File: config.mk
export PLATFORM = sky130hd
export DESIGN_NAME = uart_tx_scheduler
export DESIGN_NICKNAME = d
export VERILOG_FILES = /design/src/rtl/uart_tx_sched_pkg.sv /design/src/rtl/uart_tx_req_slot.sv /design/src/rtl/uart_tx_scheduler.sv
export SDC_FILE = /design/constraint.sdc
export NUM_CORES = 1
export LEC_CHECK = 0
export BUFFER_PORTS_ARGS = -buffer_cell sky130_fd_sc_hd__buf_2
export CORE_AREA = 2 2 75 77
export CTS_CLUSTER_DIAMETER = 30
export CTS_CLUSTER_SIZE = 10
export DETAILED_ROUTE_END_ITERATION = 10
export DIE_AREA = 0 0 77 79
export GPL_TIMING_DRIVEN = 0
export PLACE_DENSITY = 0.68
export SETUP_SLACK_MARGIN = 0.3
export SYNTH_ARGS = -nofsm -noshare
export SYNTH_HDL_FRONTEND = slang
export SYNTH_SLANG_ARGS = --single-unit
File: constraint.sdc
create_clock -name clk -period 3.9 [get_ports clk]
set_input_delay 0.39 -clock clk [delete_from_list [all_inputs] [get_ports clk]]
set_output_delay 0.39 -clock clk [all_outputs]
set_load 0.05 [all_outputs]
File: src/rtl/uart_tx_sched_pkg.sv
// Shared types for the UART transmit scheduler: FSM state encoding, source IDs
// and the width of the per-request byte counter.
package uart_tx_sched_pkg;

    typedef enum logic [1:0] {
        ST_IDLE,
        ST_SEND,
        ST_WAIT_HI,
        ST_WAIT_LO
    } sched_state_t;

    typedef enum logic {
        SRC_ALU,
        SRC_RF
    } src_id_t;

    localparam int BCNT_W = 2;

    // ALU results go out as two bytes, register-file reads as one.
    function automatic logic [BCNT_W-1:0] bytes_for_src(input src_id_t src);
        return (src == SRC_ALU) ? BCNT_W'(2) : BCNT_W'(1);
    endfunction

endpackage

File: src/rtl/uart_tx_req_slot.sv
// One-deep request slot: pending bit, data register and overflow detection.
// A strobe arriving in the same cycle the slot is consumed is accepted.
module uart_tx_req_slot
    import uart_tx_sched_pkg::*;
#(
    parameter int WIDTH = 8
) (
    input  logic             clk,
    input  logic             reset,
    input  logic             load_valid,
    input  logic [WIDTH-1:0] load_data,
    input  logic             consume,
    output logic             pending,
    output logic             pending_next,
    output logic [WIDTH-1:0] data,
    output logic             overflow_event
);

    logic accept;

    always_comb begin
        accept         = load_valid && (!pending || consume);
        overflow_event = load_valid && pending && !consume;
        pending_next   = accept || (pending && !consume);
    end

    always_ff @(posedge clk) begin
        if (reset) begin
            pending <= 1'b0;
            data    <= '0;
        end else begin
            pending <= pending_next;
            if (accept) begin
                data <= load_data;
            end
        end
    end

endmodule

File: src/rtl/uart_tx_scheduler.sv
// Shares one UART transmitter between ALU results (two bytes, low first) and
// register-file reads (one byte). Optional WAIT_HI watchdog: UART_TX_SCHED_TIMEOUT_EN.
module uart_tx_scheduler
    import uart_tx_sched_pkg::*;
#(
    parameter int DATA_WIDTH     = 8,
    parameter int TIMEOUT_CYCLES = 4
) (
    input  logic                    clk,
    input  logic                    reset,
    input  logic [2*DATA_WIDTH-1:0] alu_result,
    input  logic                    alu_result_valid,
    input  logic [DATA_WIDTH-1:0]   rf_read_data,
    input  logic                    rf_read_data_valid,
    input  logic                    tx_busy,
    output logic                    tx_data_valid,
    output logic [DATA_WIDTH-1:0]   tx_parallel_data,
    output logic                    sched_busy,
`ifdef UART_TX_SCHED_TIMEOUT_EN
    output logic                    timeout_err,
`endif
    output logic                    overflow
);

    sched_state_t state, next_state;
    logic [BCNT_W-1:0]       byte_cnt, byte_cnt_next;
    logic [2*DATA_WIDTH-1:0] hold, hold_next;
    logic                    data_valid_next;
    logic [DATA_WIDTH-1:0]   parallel_data_next;

    logic                    alu_pending, alu_pending_next, alu_consume, alu_ovf;
    logic [2*DATA_WIDTH-1:0] alu_data;
    logic                    rf_pending, rf_pending_next, rf_consume, rf_ovf;
    logic [DATA_WIDTH-1:0]   rf_data;

`ifdef UART_TX_SCHED_TIMEOUT_EN
    localparam int TO_W = (TIMEOUT_CYCLES > 1) ? $clog2(TIMEOUT_CYCLES) : 1;
    logic [TO_W-1:0] to_cnt, to_cnt_next;
    logic            timeout_next;
`else
    logic unused_timeout_cfg;
    assign unused_timeout_cfg = (TIMEOUT_CYCLES > 0);
`endif

    uart_tx_req_slot #(.WIDTH(2*DATA_WIDTH)) u_alu_slot (
        .clk            (clk),
        .reset          (reset),
        .load_valid     (alu_result_valid),
        .load_data      (alu_result),
        .consume        (alu_consume),
        .pending        (alu_pending),
        .pending_next   (alu_pending_next),
        .data           (alu_data),
        .overflow_event (alu_ovf)
    );

    uart_tx_req_slot #(.WIDTH(DATA_WIDTH)) u_rf_slot (
        .clk            (clk),
        .reset          (reset),
        .load_valid     (rf_read_data_valid),
        .load_data      (rf_read_data),
        .consume        (rf_consume),
        .pending        (rf_pending),
        .pending_next   (rf_pending_next),
        .data           (rf_data),
        .overflow_event (rf_ovf)
    );

    // Next-state logic; the outputs are computed here and registered below so
    // tx_data_valid lines up exactly with the SEND state.
    always_comb begin
        next_state         = state;
        byte_cnt_next      = byte_cnt;
        hold_next          = hold;
        data_valid_next    = 1'b0;
        parallel_data_next = tx_parallel_data;
        alu_consume        = 1'b0;
        rf_consume         = 1'b0;
`ifdef UART_TX_SCHED_TIMEOUT_EN
        to_cnt_next        = '0;
        timeout_next       = timeout_err;
`endif
        unique case (state)
            ST_IDLE: begin
                if (alu_pending) begin
                    alu_consume        = 1'b1;
                    hold_next          = alu_data;
                    byte_cnt_next      = bytes_for_src(SRC_ALU);
                    data_valid_next    = 1'b1;
                    parallel_data_next = alu_data[DATA_WIDTH-1:0];
                    next_state         = ST_SEND;
                end else if (rf_pending) begin
                    rf_consume         = 1'b1;
                    hold_next          = {{DATA_WIDTH{1'b0}}, rf_data};
                    byte_cnt_next      = bytes_for_src(SRC_RF);
                    data_valid_next    = 1'b1;
                    parallel_data_next = rf_data;
                    next_state         = ST_SEND;
                end
            end
            ST_SEND: begin
                next_state = ST_WAIT_HI;
            end
            ST_WAIT_HI: begin
                if (tx_busy) begin
                    next_state = ST_WAIT_LO;
                end
`ifdef UART_TX_SCHED_TIMEOUT_EN
                else if (to_cnt == TO_W'(TIMEOUT_CYCLES - 1)) begin
                    next_state    = ST_IDLE;
                    byte_cnt_next = '0;
                    timeout_next  = 1'b1;
                end else begin
                    to_cnt_next = to_cnt + 1'b1;
                end
`endif
            end
            ST_WAIT_LO: begin
                if (!tx_busy) begin
                    if (byte_cnt > BCNT_W'(1)) begin
                        byte_cnt_next      = byte_cnt - 1'b1;
                        hold_next          = hold >> DATA_WIDTH;
                        data_valid_next    = 1'b1;
                        parallel_data_next = hold[2*DATA_WIDTH-1:DATA_WIDTH];
                        next_state         = ST_SEND;
                    end else begin
                        byte_cnt_next = '0;
                        next_state    = ST_IDLE;
                    end
                end
            end
            default: next_state = ST_IDLE;
        endcase
    end

    always_ff @(posedge clk) begin
        if (reset) begin
            state            <= ST_IDLE;
            byte_cnt         <= '0;
            hold             <= '0;
            tx_data_valid    <= 1'b0;
            tx_parallel_data <= '0;
            sched_busy       <= 1'b0;
            overflow         <= 1'b0;
        end else begin
            state            <= next_state;
            byte_cnt         <= byte_cnt_next;
            hold             <= hold_next;
            tx_data_valid    <= data_valid_next;
            tx_parallel_data <= parallel_data_next;
            sched_busy       <= (next_state != ST_IDLE) || alu_pending_next || rf_pending_next;
            overflow         <= overflow || alu_ovf || rf_ovf;
        end
    end

`ifdef UART_TX_SCHED_TIMEOUT_EN
    always_ff @(posedge clk) begin
        if (reset) begin
            to_cnt      <= '0;
            timeout_err <= 1'b0;
        end else begin
            to_cnt      <= to_cnt_next;
            timeout_err <= timeout_next;
        end
    end
`endif

endmodule

==> flow_summary.ini <==
[yosys]
synthAdderAreaFrac_pct = 2.30
synthesis.area_sq_um = 2070
yosys_warnings = 0
synth_top_family_by_area = compound AO/OA/AOI/OAI gates
ys.flop_type = dfxtp_1
ys_top_cells_by_area = dfxtp_1 (47%), mux2i_1 (12%), nand2_1 (7.8%), a21oi_1 (4.8%), nor2_1 (3.8%)
ys_seq_area_share_pct = 47.4
syn_nets = 262
synth_top_cell_by_area = dfxtp_1
synth_compound_area_share_pct = 15.5
synthCells = 230
synthXorXnorAreaFrac_pct = 0
ys_ff_latch = 49
synthSimpleGateAreaFrac_pct = 15.3
synth_top_area_share_pct = 47.4
synth_edf_count = 0
ys_async_sr_fraction_pct = 0
syn_area_per_cell_sq_um = 9.00
synth_cell_types = 31
synth.area.mux_share_pct = 12.8

[timing]
rsz0062_at_grt = no
fin_ws_ns = 1.94
skew_ns = 0.00708
finalCritPeriodShare_pct = 50.3
holdWs_ns = 0.316
max_freq_mhz = 510
max_slew_margin_pct = 65.6
setup_violations = 0
finalHoldViolCount = 0
finalCriticalPeriod_ns = 1.96
worst-slew-pin-transition_ns = 0.516
finalSetupTns_ns = 0
drv_slew = 0

[routing]
vias_per_cell = 4.78
ant_nets = 0
drt_iter0_markers = 60
vias = 1665
wl_per_cell_um = 12.6
remaining_drc_errors = 0
dr.pass1.iters = 4
routed_wl_um = 4400

[global_route]
grt_antenna_before_repair = 0
grt_max_degree = 15
grt_pass1_wl_um = 7620
grt_util_all_layers_pct = 15.8
grt.overflow.total = 0
grt_pass1_vias = 1657

[worst_setup_path]
regToRegSetupSlack_ns = 1.94
cpPeakStageDelay_ns = 0.39
cp.arrival_ns = 2.15
criticalPathCategory = flop to flop
cpMaxStageDelayCell = dfxtp_1
path_max_fanout = 8
crit_family = simple AND/OR/NAND/NOR gates
startpoint_type = flop
crit_chain = inv_1 -> ha_1 -> nor3b_2 -> a2111oi_0 -> a211oi_1 -> or3_1
required_ns = 4.09
endpoint_kind = flop
critical_path_buf_inv_count = 1

[cells_and_area]
fill_cells = 558
drive_gt1_share_pct = 23.2
fin_nets = 307
final_common_cell = dfxtp_1
syn_to_final_growth_pct = 17.5
num_antenna_cells = 0
final_cell_mix = dfxtp_1 (49), nand2_1 (43), buf_2 (41)
fin_area_sq_um = 2430

[clock_tree]
hold_buffers = 0
cts_tree = built
root_buffer = clkbuf_8
cts-resized-gates = 0
clock_sinks = 49
cts_setup_buffers = 0
clk_latency_ns = 0.30
cts-buffers-inserted = 5
cts_htree_levels = 2
clock_path_buffers = 2
cts.clk_slew.worst_paths_ns = 0.09

[floorplanning]
pin_count = 40
dieArea_sq_um = 6080
rows = 27
die_x_um = 77
dieHeight_um = 79
start_util_pct = 38.8
core-area_sq_um = 5340

[place]
place_area_sq_um = 2350
port_buffers = 38
pre_cts_slack_ns = 1.93
place_hpwl_um = 3210
place_congestion = 0.795

[flow_run]
cap_violations = 0

[pwr]
power.leakage_nw = 1.06
cellPowerDensity_nw_per_um2 = 544
ir_worst_vdd_mv = 0.205

[hold_path]
hold_path_class = primary input to flop

[status]
outcome = complete, no violations
## cell usage after synthesis, drive strengths merged, types with 2 or more instances
cell and count:
a21oi 20, a22o 8, dfxtp 49, mux2i 25
o21ai 11, nand2 43, buf 15, o21a 2
inv 5, nor3b 2, nand2b 2, or3 2
ha 3, nor2 23, a211oi 6, clkbuf 6
## worst min-delay path: stages
cell     delay, ns
buf_2         0.09
nand2_1       0.04
a21oi_1       0.05
## flip-flops by register name, indices dropped and copies added (netlist names), 2 cells and up
signal            cells
tx_parallel_data      7
u_alu_slot.data      16
state                 2
hold                  9
byte_cnt              2
u_rf_slot.data        8
## logic make-up after synthesis
logic type | after synthesis
AND/OR/NAND/NOR | 74
buffers and inverters | 26
AO/OA/AOI/OAI | 51
adder cells (fa/ha/maj) | 4
multiplexers | 26
flip-flops | 49
## area by class of cell
cell class | count | area [sq um] | share of cell area [%]
inverters | 5 | 18.8 | 0.771
flip-flops and latches | 49 | 981 | 40.3
repair buffers | 38 | 190 | 7.81
clock buffers | 6 | 72.6 | 2.98
plain buffers | 21 | 121 | 4.99
well taps | 72 | 90.1 | 3.70
multi-input cells | 155 | 950 | 39.0
clock inverters | 2 | 10.0 | 0.411
## path summary, 6_finish.rpt
check	from	depth (start not counted)	endpoint
max	state[0]	6	sched_busy
min	alu_result[0]	3	u_alu_slot.data[0]
max reg2reg	state[0]	6	sched_busy
min reg2reg	u_alu_slot.data[0]	2	u_alu_slot.data[0]
## report_power, final
| part | switching [mW] | internal (mW) | leakage, nW | total, mW |
|---|---|---|---|---|
| Combinational | 0.267 | 0.175 | 0.616 | 0.442 |
| Sequential | 0.0358 | 0.560 | 0.402 | 0.596 |
| Clock | 0.163 | 0.125 | 0.0450 | 0.287 |
## metal layers
layer	global-route usage, %	share of wire, %	up-vias
met5	0	0	-
met4	5.36	1.5	0
met3	3.86	4.0	6
met2	27.4	49	32
met1	19.2	46	766
li1	-	-	861
## stage by stage
step / total power [mW] / util, % / instances
6_report: 1.32 / 45.6 / 348
4_1_cts: 1.34 / 45.6 / 348
2_1_floorplan: 0.953 / - / 230
5_1_grt: 1.41 / 45.6 / 348
3_5_place_dp: 1.05 / 44.0 / 340
3_3_place_gp: 1.05 / 44.0 / 340
No activity file was read; power rests on OpenSTA's default activity.
